--- src/rtl/y86_execute_stage_if.sv ---
// Decode-side inputs, ALU handshake and E-stage outputs of the Y86-64 execute stage.
// The slave modport is the execute stage's view; master is the surrounding pipeline/ALU.
interface y86_execute_stage_if #(
   parameter int unsigned W = 64
);
   logic         e_bubble;
   logic         mw_exc;
   logic [2:0]   d_stat;
   logic [3:0]   d_icode;
   logic [3:0]   d_ifun;
   logic [W-1:0] d_valC;
   logic [W-1:0] d_valA;
   logic [W-1:0] d_valB;
   logic [3:0]   d_dstE;
   logic [3:0]   d_dstM;
   logic [1:0]   alu_opcode;
   logic [W-1:0] alu_a;
   logic [W-1:0] alu_b;
   logic [W-1:0] alu_res;
   logic         alu_overflow;
   logic         alu_zero;
   logic [2:0]   e_stat;
   logic [3:0]   e_icode;
   logic         e_cnd;
   logic [W-1:0] e_valE;
   logic [W-1:0] e_valA;
   logic [3:0]   e_dstE;
   logic [3:0]   e_dstM;
   logic [2:0]   cc_out;

   modport master (
      output e_bubble, mw_exc, d_stat, d_icode, d_ifun, d_valC, d_valA, d_valB, d_dstE, d_dstM,
      output alu_res, alu_overflow, alu_zero,
      input  alu_opcode, alu_a, alu_b,
      input  e_stat, e_icode, e_cnd, e_valE, e_valA, e_dstE, e_dstM, cc_out
   );

   modport slave (
      input  e_bubble, mw_exc, d_stat, d_icode, d_ifun, d_valC, d_valA, d_valB, d_dstE, d_dstM,
      input  alu_res, alu_overflow, alu_zero,
      output alu_opcode, alu_a, alu_b,
      output e_stat, e_icode, e_cnd, e_valE, e_valA, e_dstE, e_dstM, cc_out
   );
endinterface

--- src/rtl/y86_execute_stage.sv ---
// Y86-64 execute stage: E pipeline register, ALU operand/opcode selection, condition codes
// and Cnd evaluation for jXX/cmovXX. The ALU itself sits outside and is reached through bus.
module y86_execute_stage #(
   parameter int unsigned W     = 64,
   parameter logic [3:0]  RNONE = 4'hF,
   parameter logic [2:0]  S_AOK = 3'd1
) (
   input logic                clk,
   input logic                rst_n,
   y86_execute_stage_if.slave bus
);
   localparam logic [3:0] IcHalt   = 4'h0;
   localparam logic [3:0] IcNop    = 4'h1;
   localparam logic [3:0] IcRrmovq = 4'h2;
   localparam logic [3:0] IcIrmovq = 4'h3;
   localparam logic [3:0] IcRmmovq = 4'h4;
   localparam logic [3:0] IcMrmovq = 4'h5;
   localparam logic [3:0] IcOpq    = 4'h6;
   localparam logic [3:0] IcJxx    = 4'h7;
   localparam logic [3:0] IcCall   = 4'h8;
   localparam logic [3:0] IcRet    = 4'h9;
   localparam logic [3:0] IcPushq  = 4'hA;
   localparam logic [3:0] IcPopq   = 4'hB;

   localparam logic [W-1:0] ConstPos8 = W'(8);
   localparam logic [W-1:0] ConstNeg8 = ~W'(7);
   localparam logic [2:0]   CcReset   = 3'b100;

   logic [2:0]   stat_q, stat_d;
   logic [3:0]   icode_q, icode_d;
   logic [3:0]   ifun_q, ifun_d;
   logic [W-1:0] valc_q, valc_d;
   logic [W-1:0] vala_q, vala_d;
   logic [W-1:0] valb_q, valb_d;
   logic [3:0]   dste_q, dste_d;
   logic [3:0]   dstm_q, dstm_d;
   logic [2:0]   cc_q, cc_d;

   logic [W-1:0] alu_a_sel;
   logic [W-1:0] alu_b_sel;
   logic         set_cc;
   logic         cnd;
   logic         zf, sf, of;

   // Bubble takes priority over whatever decode presents.
   always_comb begin
      stat_d  = bus.d_stat;
      icode_d = bus.d_icode;
      ifun_d  = bus.d_ifun;
      valc_d  = bus.d_valC;
      vala_d  = bus.d_valA;
      valb_d  = bus.d_valB;
      dste_d  = bus.d_dstE;
      dstm_d  = bus.d_dstM;
      if (bus.e_bubble) begin
         stat_d  = S_AOK;
         icode_d = IcNop;
         ifun_d  = 4'h0;
         valc_d  = '0;
         vala_d  = '0;
         valb_d  = '0;
         dste_d  = RNONE;
         dstm_d  = RNONE;
      end
   end

   assign set_cc = (icode_q == IcOpq) && !bus.mw_exc && (stat_q == S_AOK);

   always_comb begin
      cc_d = cc_q;
      if (set_cc) begin
         cc_d = {bus.alu_zero, bus.alu_res[W-1], bus.alu_overflow};
      end
   end

   always_ff @(posedge clk or negedge rst_n) begin
      if (!rst_n) begin
         stat_q  <= S_AOK;
         icode_q <= IcNop;
         ifun_q  <= 4'h0;
         valc_q  <= '0;
         vala_q  <= '0;
         valb_q  <= '0;
         dste_q  <= RNONE;
         dstm_q  <= RNONE;
         cc_q    <= CcReset;
      end else begin
         stat_q  <= stat_d;
         icode_q <= icode_d;
         ifun_q  <= ifun_d;
         valc_q  <= valc_d;
         vala_q  <= vala_d;
         valb_q  <= valb_d;
         dste_q  <= dste_d;
         dstm_q  <= dstm_d;
         cc_q    <= cc_d;
      end
   end

   // aluA feeds the right-hand ALU port so that subq computes valB - valA.
   always_comb begin
      alu_b_sel = '0;
      case (icode_q)
         IcRrmovq, IcOpq:           alu_b_sel = vala_q;
         IcIrmovq, IcRmmovq, IcMrmovq: alu_b_sel = valc_q;
         IcCall, IcPushq:           alu_b_sel = ConstNeg8;
         IcRet, IcPopq:             alu_b_sel = ConstPos8;
         default:                   alu_b_sel = '0;
      endcase
   end

   always_comb begin
      alu_a_sel = '0;
      case (icode_q)
         IcRmmovq, IcMrmovq, IcOpq, IcCall, IcRet, IcPushq, IcPopq: alu_a_sel = valb_q;
         default:                                                   alu_a_sel = '0;
      endcase
   end

   assign zf = cc_q[2];
   assign sf = cc_q[1];
   assign of = cc_q[0];

   always_comb begin
      cnd = 1'b0;
      if ((icode_q == IcRrmovq) || (icode_q == IcJxx)) begin
         case (ifun_q)
            4'h0:    cnd = 1'b1;
            4'h1:    cnd = (sf ^ of) | zf;
            4'h2:    cnd = sf ^ of;
            4'h3:    cnd = zf;
            4'h4:    cnd = ~zf;
            4'h5:    cnd = ~(sf ^ of);
            4'h6:    cnd = ~(sf ^ of) & ~zf;
            default: cnd = 1'b0;
         endcase
      end
   end

   assign bus.alu_opcode = (icode_q == IcOpq) ? ifun_q[1:0] : 2'b00;
   assign bus.alu_a      = alu_a_sel;
   assign bus.alu_b      = alu_b_sel;
   assign bus.e_stat     = stat_q;
   assign bus.e_icode    = icode_q;
   assign bus.e_cnd      = cnd;
   assign bus.e_valE     = bus.alu_res;
   assign bus.e_valA     = vala_q;
   assign bus.e_dstE     = ((icode_q == IcRrmovq) && !cnd) ? RNONE : dste_q;
   assign bus.e_dstM     = dstm_q;
   assign bus.cc_out     = cc_q;

   // IcHalt is named for completeness of the opcode map; it selects no operands.
   logic unused_halt;
   assign unused_halt = (icode_q == IcHalt);
endmodule

--- src/flat_wrapper.sv ---
// flat-port wrapper written by rule: the top's interface ports become plain ports
module y86_execute_stage_flat 
#(
   parameter int unsigned W     = 64,
   parameter logic [3:0]  RNONE = 4'hF,
   parameter logic [2:0]  S_AOK = 3'd1
)
  (clk, rst_n, bus_e_bubble, bus_mw_exc, bus_d_stat, bus_d_icode, bus_d_ifun, bus_d_valC, bus_d_valA, bus_d_valB, bus_d_dstE, bus_d_dstM, bus_alu_res, bus_alu_overflow, bus_alu_zero, bus_alu_opcode, bus_alu_a, bus_alu_b, bus_e_stat, bus_e_icode, bus_e_cnd, bus_e_valE, bus_e_valA, bus_e_dstE, bus_e_dstM, bus_cc_out);
  y86_execute_stage_if #(.W(W)) bus_i ();
  input logic clk;
  input logic rst_n;
  input wire logic [$bits(bus_i.e_bubble)-1:0] bus_e_bubble;
  input wire logic [$bits(bus_i.mw_exc)-1:0] bus_mw_exc;
  input wire logic [$bits(bus_i.d_stat)-1:0] bus_d_stat;
  input wire logic [$bits(bus_i.d_icode)-1:0] bus_d_icode;
  input wire logic [$bits(bus_i.d_ifun)-1:0] bus_d_ifun;
  input wire logic [$bits(bus_i.d_valC)-1:0] bus_d_valC;
  input wire logic [$bits(bus_i.d_valA)-1:0] bus_d_valA;
  input wire logic [$bits(bus_i.d_valB)-1:0] bus_d_valB;
  input wire logic [$bits(bus_i.d_dstE)-1:0] bus_d_dstE;
  input wire logic [$bits(bus_i.d_dstM)-1:0] bus_d_dstM;
  input wire logic [$bits(bus_i.alu_res)-1:0] bus_alu_res;
  input wire logic [$bits(bus_i.alu_overflow)-1:0] bus_alu_overflow;
  input wire logic [$bits(bus_i.alu_zero)-1:0] bus_alu_zero;
  output wire logic [$bits(bus_i.alu_opcode)-1:0] bus_alu_opcode;
  output wire logic [$bits(bus_i.alu_a)-1:0] bus_alu_a;
  output wire logic [$bits(bus_i.alu_b)-1:0] bus_alu_b;
  output wire logic [$bits(bus_i.e_stat)-1:0] bus_e_stat;
  output wire logic [$bits(bus_i.e_icode)-1:0] bus_e_icode;
  output wire logic [$bits(bus_i.e_cnd)-1:0] bus_e_cnd;
  output wire logic [$bits(bus_i.e_valE)-1:0] bus_e_valE;
  output wire logic [$bits(bus_i.e_valA)-1:0] bus_e_valA;
  output wire logic [$bits(bus_i.e_dstE)-1:0] bus_e_dstE;
  output wire logic [$bits(bus_i.e_dstM)-1:0] bus_e_dstM;
  output wire logic [$bits(bus_i.cc_out)-1:0] bus_cc_out;
  assign bus_i.e_bubble = bus_e_bubble;
  assign bus_i.mw_exc = bus_mw_exc;
  assign bus_i.d_stat = bus_d_stat;
  assign bus_i.d_icode = bus_d_icode;
  assign bus_i.d_ifun = bus_d_ifun;
  assign bus_i.d_valC = bus_d_valC;
  assign bus_i.d_valA = bus_d_valA;
  assign bus_i.d_valB = bus_d_valB;
  assign bus_i.d_dstE = bus_d_dstE;
  assign bus_i.d_dstM = bus_d_dstM;
  assign bus_i.alu_res = bus_alu_res;
  assign bus_i.alu_overflow = bus_alu_overflow;
  assign bus_i.alu_zero = bus_alu_zero;
  assign bus_alu_opcode = bus_i.alu_opcode;
  assign bus_alu_a = bus_i.alu_a;
  assign bus_alu_b = bus_i.alu_b;
  assign bus_e_stat = bus_i.e_stat;
  assign bus_e_icode = bus_i.e_icode;
  assign bus_e_cnd = bus_i.e_cnd;
  assign bus_e_valE = bus_i.e_valE;
  assign bus_e_valA = bus_i.e_valA;
  assign bus_e_dstE = bus_i.e_dstE;
  assign bus_e_dstM = bus_i.e_dstM;
  assign bus_cc_out = bus_i.cc_out;
  y86_execute_stage #(.W(W), .RNONE(RNONE), .S_AOK(S_AOK)) u_core (.clk(clk), .rst_n(rst_n), .bus(bus_i));
endmodule
--- config.mk ---
export PLATFORM = sky130hd
export DESIGN_NAME = y86_execute_stage_flat
export DESIGN_NICKNAME = d
export VERILOG_FILES = /design/src/rtl/y86_execute_stage_if.sv /design/src/rtl/y86_execute_stage.sv /design/src/flat_wrapper.sv
export SDC_FILE = /design/constraint.sdc
export NUM_CORES = 1
export LEC_CHECK = 0
export ABC_AREA = 1
export CORE_AREA = 2 2 216 218
export DETAILED_ROUTE_END_ITERATION = 10
export DIE_AREA = 0 0 218 220
export SYNTH_ARGS = -nofsm -noshare
export SYNTH_HDL_FRONTEND = slang
export SYNTH_SLANG_ARGS = --single-unit
export TNS_END_PERCENT = 20
--- constraint.sdc ---
create_clock -name clk -period 2.53 [get_ports clk]
set_clock_uncertainty 0.05 [all_clocks]
set_input_delay 0.506 -clock clk [delete_from_list [all_inputs] [get_ports clk]]
set_output_delay 0.506 -clock clk [all_outputs]
set_load 0.05 [all_outputs]
==> impl_metrics.ini, run 1 <==
[sta]
fmax_mhz = 378.1
rsz0062_at_grt = yes
finalSetupTns_ns = -4.149
setup_viol = 64
fin_ws_ns = -0.1149
period_share_pct = 104.5
timing_hold_violations_final = 0
worst_pin_slew_ns = 0.5698
fin_crit_ns = 2.645
slew_headroom_pct = 61.89
slew_viol_final = 0

[outcome]
status = finished, violations left
violations = setup timing

[layout]
antenna_cells = 0
drive_gt1_share_pct = 22.89
syn_to_final_growth_pct = 75.43
fin_area_mm2 = 0.01625
fillCellCount = 4643
nNetsFinal = 1782

[yosys]
synth-seq-area-share_pct = 57.96
avgSynthCellArea_um2 = 8.279
yosys.area.top_type = dfrtp_1
netlist.area_leader.share_pct = 54.84
synth-seq-cells = 214
syn_area_mm2 = 0.009264
ys_warn_count = 0
synth_cells = 1119
synth.distinct_cells = 22
syn-num-nets = 1400
synth_area_leaders = dfrtp_1 (55%), inv_1 (11%), nor2_1 (11%)

[floorplanning]
fp.dieW_um = 218
core_mm2 = 0.04586
start_util_pct = 20.20
die_height_um = 220
io_pins = 558
dieArea_mm2 = 0.04796
row_count = 79

[critical_path]
required_ns = 1.97
path_common_cell = buf_12
crit_path_end_kind = output pin
critPathBufInv = 4
path_max_fanout = 12
path_class = reg2out
path_delay_family = flip-flops
ff2ff_path_depth = 8
cp_slowest_cell = dfstp_2
path_cells = inv_1 > nand2_2 > nor2_4 > buf_12 > buf_8 > a22o_4 > buf_12
crit_cells = 7
critical_path.max_stage_delay_ns = 0.58
start_kind = flip-flop
worstPathArrival_ns = 2.09

[clock_tree]
root_buffer = clkbuf_16
insertion_delay_ns = 0.53
clock_sinks = 214
numCtsBuffers = 25
cts_tree = built
clk_path_buf_depth = 3
htreeDepth = 1
clkTransAtPathRegs_ns = 0.06

[drt]
vias = 8177
drtIter0Drc = 375
postRouteAntennaNets = 0
firstDrtPassIters = 4
wire_per_inst_um = 16.60
wl_um = 35320
avgViaCountPerCell = 3.844
drc_errors = 0

[grt]
grt_pass1_vias = 8130
grt_start_max_net_pins = 73
antenna_found_initial = 1
grt_overflow = 0
grt_pass1_wl_um = 46860
grt_usage_pct = 12.79

[hold_path]
min_path_type = in2reg
hold_depth = 2

[power_and_ir_drop]
power.clock.fraction_pct = 38.7
power_density_mw_per_mm2 = 584.5
total_power_mw = 9.499
switching_share_pct = 28.56
p_leak_nw = 8.446
combPwrFrac_pct = 22.4
irDropWorstVdd_uv = 596.0
share_seq_of_total_power_pct = 38.9
p_sw_mw = 2.713
intPower_mw = 6.786

[placement]
placed_area_mm2 = 0.01437
hpwlAfterDp_um = 24120
portBuffers = 431
gp_congestion = 0.8364

[flow_run]
maxCapViolations = 0
==> sequential cells by signal, indices dropped and copies added (netlist names) <==
| signal | count |
|---|---|
| u_core.bus.cc_out | 3 |
| u_core.bus.e_dstM | 4 |
| u_core.bus.e_icode | 4 |
| u_core.bus.e_stat | 3 |
| u_core.bus.e_valA | 64 |
| u_core.dste_q | 4 |
| u_core.ifun_q | 4 |
| u_core.valb_q | 64 |
| u_core.valc_q | 64 |
==> worst paths after layout <==
check,from,endpoint,slack [ns]
max in group asynchronous,rst_n,u_core.bus.e_stat[0]$_DFF_PN1_,1.25
worst min register to register,u_core.bus.cc_out[2]$_DFFE_PN1P_,u_core.bus.cc_out[2]$_DFFE_PN1P_,0.49
worst max-delay path,u_core.bus.e_icode[0]$_DFF_PN1_,bus_alu_b[2],-0.11
worst min-delay path,bus_e_bubble,u_core.valc_q[45]$_DFF_PN0_,0.28
worst max register to register,u_core.bus.e_icode[0]$_DFF_PN1_,u_core.bus.cc_out[2]$_DFFE_PN1P_,1.01
min in group asynchronous,rst_n,u_core.valb_q[33]$_DFF_PN0_,0.48
==> placed cells by master, fill, tap and decap left out, types with 11 or more instances in the layout <==
master,n
nor2_1,276
inv_1,282
dfrtp_1,200
buf_6,72
nand2_1,103
nand3_2,59
clkdlybuf4s50_1,291
nand2_2,39
buf_12,79
clkbuf_16,32
dfstp_2,11
==> power by group through the flow <==
stage               Combinational [mW]  Sequential, mW  Clock (mW)
detailed placement                1.98            3.75           0
global placement                  1.97            3.75           0
finish                            2.13            3.70        3.67
floorplan                        0.993            3.95           0
global route                      2.26            3.71        3.93
CTS                               2.01            3.69        3.82
==> repair_timing <==
item | in CTS | in global routing
setup endpoints to repair | 135 | 135
hold buffers | 1 | 0
endpoints found under the hold margin | 61 | 0
resized for setup | 52 | 144
pin swaps | 0 | 5
gates cloned | 0 | 11
setup buffers | 0 | 4
==> Yosys cell counts <==
cell type  instances
nand2_1          139
a21boi_0           1
buf_4             64
nand3_1           60
o21ai_4            1
buf_6              6
inv_1            283
a22o_1             3
nand2_2            8
nand3_2            2
buf_2             13
nor2_1           279
o21ai_0            3
nor2_4             2
a21oi_4            1
dfstp_2           11
a21oi_1            1
inv_2              1
dfrtp_1          203
buf_1              5
clkbuf_1          23
or2_2             10
==> routing by layer <==
layer  GRT usage [%]  up-vias  share of wire, %
li1                -     3841                 -
met3           4.790       63               8.8
met2           23.54      379                52
met1           13.42     3892                36
met4           3.991        2               3.5
met5               0        -             0.037
==> layout make-up <==
class / instances / area [um^2] / area share, %
Timing Repair Buffer: 466 / 5663 / 34.84
Sequential cell: 214 / 5373 / 33.06
Multi-Input combinational cell: 510 / 2556 / 15.73
Inverter: 284 / 1066 / 6.559
Tap cell: 607 / 759.5 / 4.673
Clock buffer: 39 / 718.2 / 4.419
Clock inverter: 7 / 116.4 / 0.7160
==> through the flow <==
stage / setup slack (ns) / cells / utilization, % / hold slack (ns)
4_1_cts: -0.2342 / 2112 / 33.72 / 0.2550
2_1_floorplan: 0.05953 / 1119 / - / 0.1604
3_5_place_dp: 0.3694 / 2065 / 31.33 / 0.4706
6_report: -0.1149 / 2127 / 35.43 / 0.2847
5_1_grt: -0.2108 / 2127 / 35.43 / 0.2817
3_3_place_gp: 0.3978 / 2065 / 31.33 / 0.4623
==> logic make-up after synthesis <==
family,share of synthesized area (%)
AO/OA/AOI/OAI,0.9320
flip-flops,57.96
buffers and inverters,19.26
AND/OR/NAND/NOR,21.85
Power figures use the tool's default switching activity.
==> inputs of run 2 (changes only) <==
--- a/config.mk
+++ b/config.mk
@@ -9,6 +9,7 @@
 export CORE_AREA = 2 2 216 218
 export DETAILED_ROUTE_END_ITERATION = 10
 export DIE_AREA = 0 0 218 220
+export HOLD_SLACK_MARGIN = 0.08
 export SYNTH_ARGS = -nofsm -noshare
 export SYNTH_HDL_FRONTEND = slang
 export SYNTH_SLANG_ARGS = --single-unit
==> results of run 2 <==
The final DEF is identical to that of run 1; final timing and power are the same.
==> inputs of run 3 (changes only) <==
--- a/config.mk
+++ b/config.mk
@@ -6,9 +6,9 @@
 export NUM_CORES = 1
 export LEC_CHECK = 0
 export ABC_AREA = 1
-export CORE_AREA = 2 2 216 218
+export CORE_AREA = 2 2 219 221
 export DETAILED_ROUTE_END_ITERATION = 10
-export DIE_AREA = 0 0 218 220
+export DIE_AREA = 0 0 221 223
 export HOLD_SLACK_MARGIN = 0.08
 export SYNTH_ARGS = -nofsm -noshare
 export SYNTH_HDL_FRONTEND = slang
==> constraint.sdc (replaced) <==
create_clock -name clk -period 2.41 [get_ports clk]
set_clock_uncertainty 0.05 [all_clocks]
set_input_delay 0.482 -clock clk [delete_from_list [all_inputs] [get_ports clk]]
set_output_delay 0.482 -clock clk [all_outputs]
set_load 0.1 [all_outputs]
==> impl_metrics.ini, run 3 (synthesis gave the netlist of run 1 again) <==
[outcome]
status = finished, violations left
violations = setup timing

[clock_tree]
clkTransAtPathRegs_ns = 0.06
htreeDepth = 1
clk_path_buf_depth = 3
clock_sinks = 214
root_buffer = clkbuf_16
numCtsBuffers = 27
cts_tree = built
insertion_delay_ns = 0.54

[layout]
drive_gt1_share_pct = 34.57
fin_area_mm2 = 0.01754
multi_input_area_mm2 = 0.003167
syn_to_final_growth_pct = 89.29
seq_area_mm2 = 0.005373
fillCellCount = 4643
final_common_cell = inv_1
nNetsFinal = 1795
antenna_cells = 0
final_cell_mix = inv_1 (280), clkdlybuf4s50_1 (215), nor2_1 (210)

[power_and_ir_drop]
combPwrFrac_pct = 29.2
power_density_mw_per_mm2 = 629.4
switching_share_pct = 34.01
irDropWorstVdd_uv = 555.4
p_leak_nw = 8.940
total_power_mw = 11.04
p_sw_mw = 3.754
share_seq_of_total_power_pct = 35.2
intPower_mw = 7.283
power.clock.fraction_pct = 35.7

[critical_path]
crit_end = bus_alu_a[30]
ff2ff_setup_slack_ns = 0.97
crit_cells = 7
path_common_cell = buf_12
ff2ff_path_depth = 7
crit_path_start = u_core.bus.e_icode[0]$_DFF_PN1_
crit_path_end_kind = output pin
critical_path.max_stage_delay_ns = 0.58
cp_slowest_cell = dfstp_2
required_ns = 1.88
path_cells = nand2_4 > buf_4 > a21oi_4 > buf_12 > buf_16 > nor2_4 > buf_12
path_delay_family = buffers and inverters
critPathBufInv = 4
timing.rr.end = u_core.bus.cc_out[1]$_DFFE_PN0P_
start_kind = flip-flop
path_max_fanout = 11
reg2reg_from = u_core.bus.e_icode[0]$_DFF_PN1_
worstPathArrival_ns = 2.10
path_class = reg2out

[placement]
hpwlAfterDp_um = 24740
gp_congestion = 0.8061
portBuffers = 431
placed_area_mm2 = 0.01593

[grt]
grt_pass1_wl_um = 50110
grt_usage_pct = 13.18
grt_overflow = 0
grt_pass1_vias = 8500
antenna_found_initial = 2
grt_start_max_net_pins = 74

[hold_path]
min_path_type = in2reg

[drt]
wl_um = 33830
avgViaCountPerCell = 3.777
postRouteAntennaNets = 0
wire_per_inst_um = 15.75
drc_errors = 0
drtIter0Drc = 301
firstDrtPassIters = 4
vias = 8112

[sta]
slew_headroom_pct = 52.67
slew_viol_final = 0
worst_pin_slew_ns = 0.7100
fin_ws_ns = -0.2192
timing_hold_violations_final = 0
period_share_pct = 109.1
fin_crit_ns = 2.629
setup_viol = 132
rsz0062_at_grt = yes
fmax_mhz = 380.3

[floorplanning]
dieArea_mm2 = 0.04928
fp.dieW_um = 221
start_util_pct = 19.65
core_mm2 = 0.04715
die_height_um = 223
row_count = 80
io_pins = 558

[flow_run]
maxCapViolations = 0
## run 3: layout make-up
type	instances	area share [%]
Multi-Input combinational cell	510	18.06
Timing Repair Buffer	477	35.88
Sequential cell	214	30.64
Inverter	284	6.079
Clock inverter	10	0.5209
Clock buffer	38	4.431
Tap cell	615	4.388
## run 3: timing repair
item / in CTS / in global routing
setup buffers: 4 / 3
pin swaps: 3 / 7
endpoints found under the hold margin: 48 / 0
gates resized for setup: 35 / 65
cloned: 5 / 7
setup endpoints to repair: 128 / 132
hold buffers: 1 / 0
## run 3: per-stage QoR
step / setup TNS (ns) / setup WS (ns) / hold slack [ns] / utilization, % / instances
finish: -23.21 / -0.2192 / 0.3588 / 37.19 / 2148
global route: -36.76 / -0.3149 / 0.3813 / 37.19 / 2148
CTS: -25.39 / -0.2930 / 0.3620 / 36.26 / 2138
detailed placement: 0 / 0.2378 / 0.4027 / 33.80 / 2080
global placement: 0 / 0.2379 / 0.3915 / 33.80 / 2080
floorplan: -18.82 / -0.2824 / 0.1364 / - / 1119
## run 3: how the worst min path moves through the flow
stage / cells past startpoint / start / endpoint
after CTS: 3 / bus_d_valC[9] / u_core.valc_q[9]$_DFF_PN0_
after detailed placement: 1 / rst_n / u_core.bus.e_valA[51]$_DFF_PN0_
after global placement: 1 / rst_n / u_core.bus.e_valA[51]$_DFF_PN0_
final: 2 / bus_e_bubble / u_core.bus.e_stat[2]$_DFF_PN0_
after floorplan: 0 / rst_n / u_core.bus.cc_out[0]$_DFFE_PN0P_
after global routing: 3 / bus_d_valC[31] / u_core.valc_q[31]$_DFF_PN0_
## run 3: power by group through the flow
| stage | registers (mW) | logic, mW | clock network (mW) |
|---|---|---|---|
| 2_1_floorplan | 4.41 | 1.79 | 0 |
| 3_3_place_gp | 3.93 | 3.05 | 0 |
| 3_5_place_dp | 3.93 | 3.06 | 0 |
| 4_1_cts | 3.87 | 3.16 | 4.05 |
| 5_1_grt | 3.90 | 3.36 | 4.18 |
| 6_report | 3.88 | 3.22 | 3.94 |
## run 3: routing by layer
layer	GRT usage [%]	routed length [um]
met2	23.36	17290
met5	0	27
met4	3.940	775
met3	3.951	2526
met1	15.29	13210
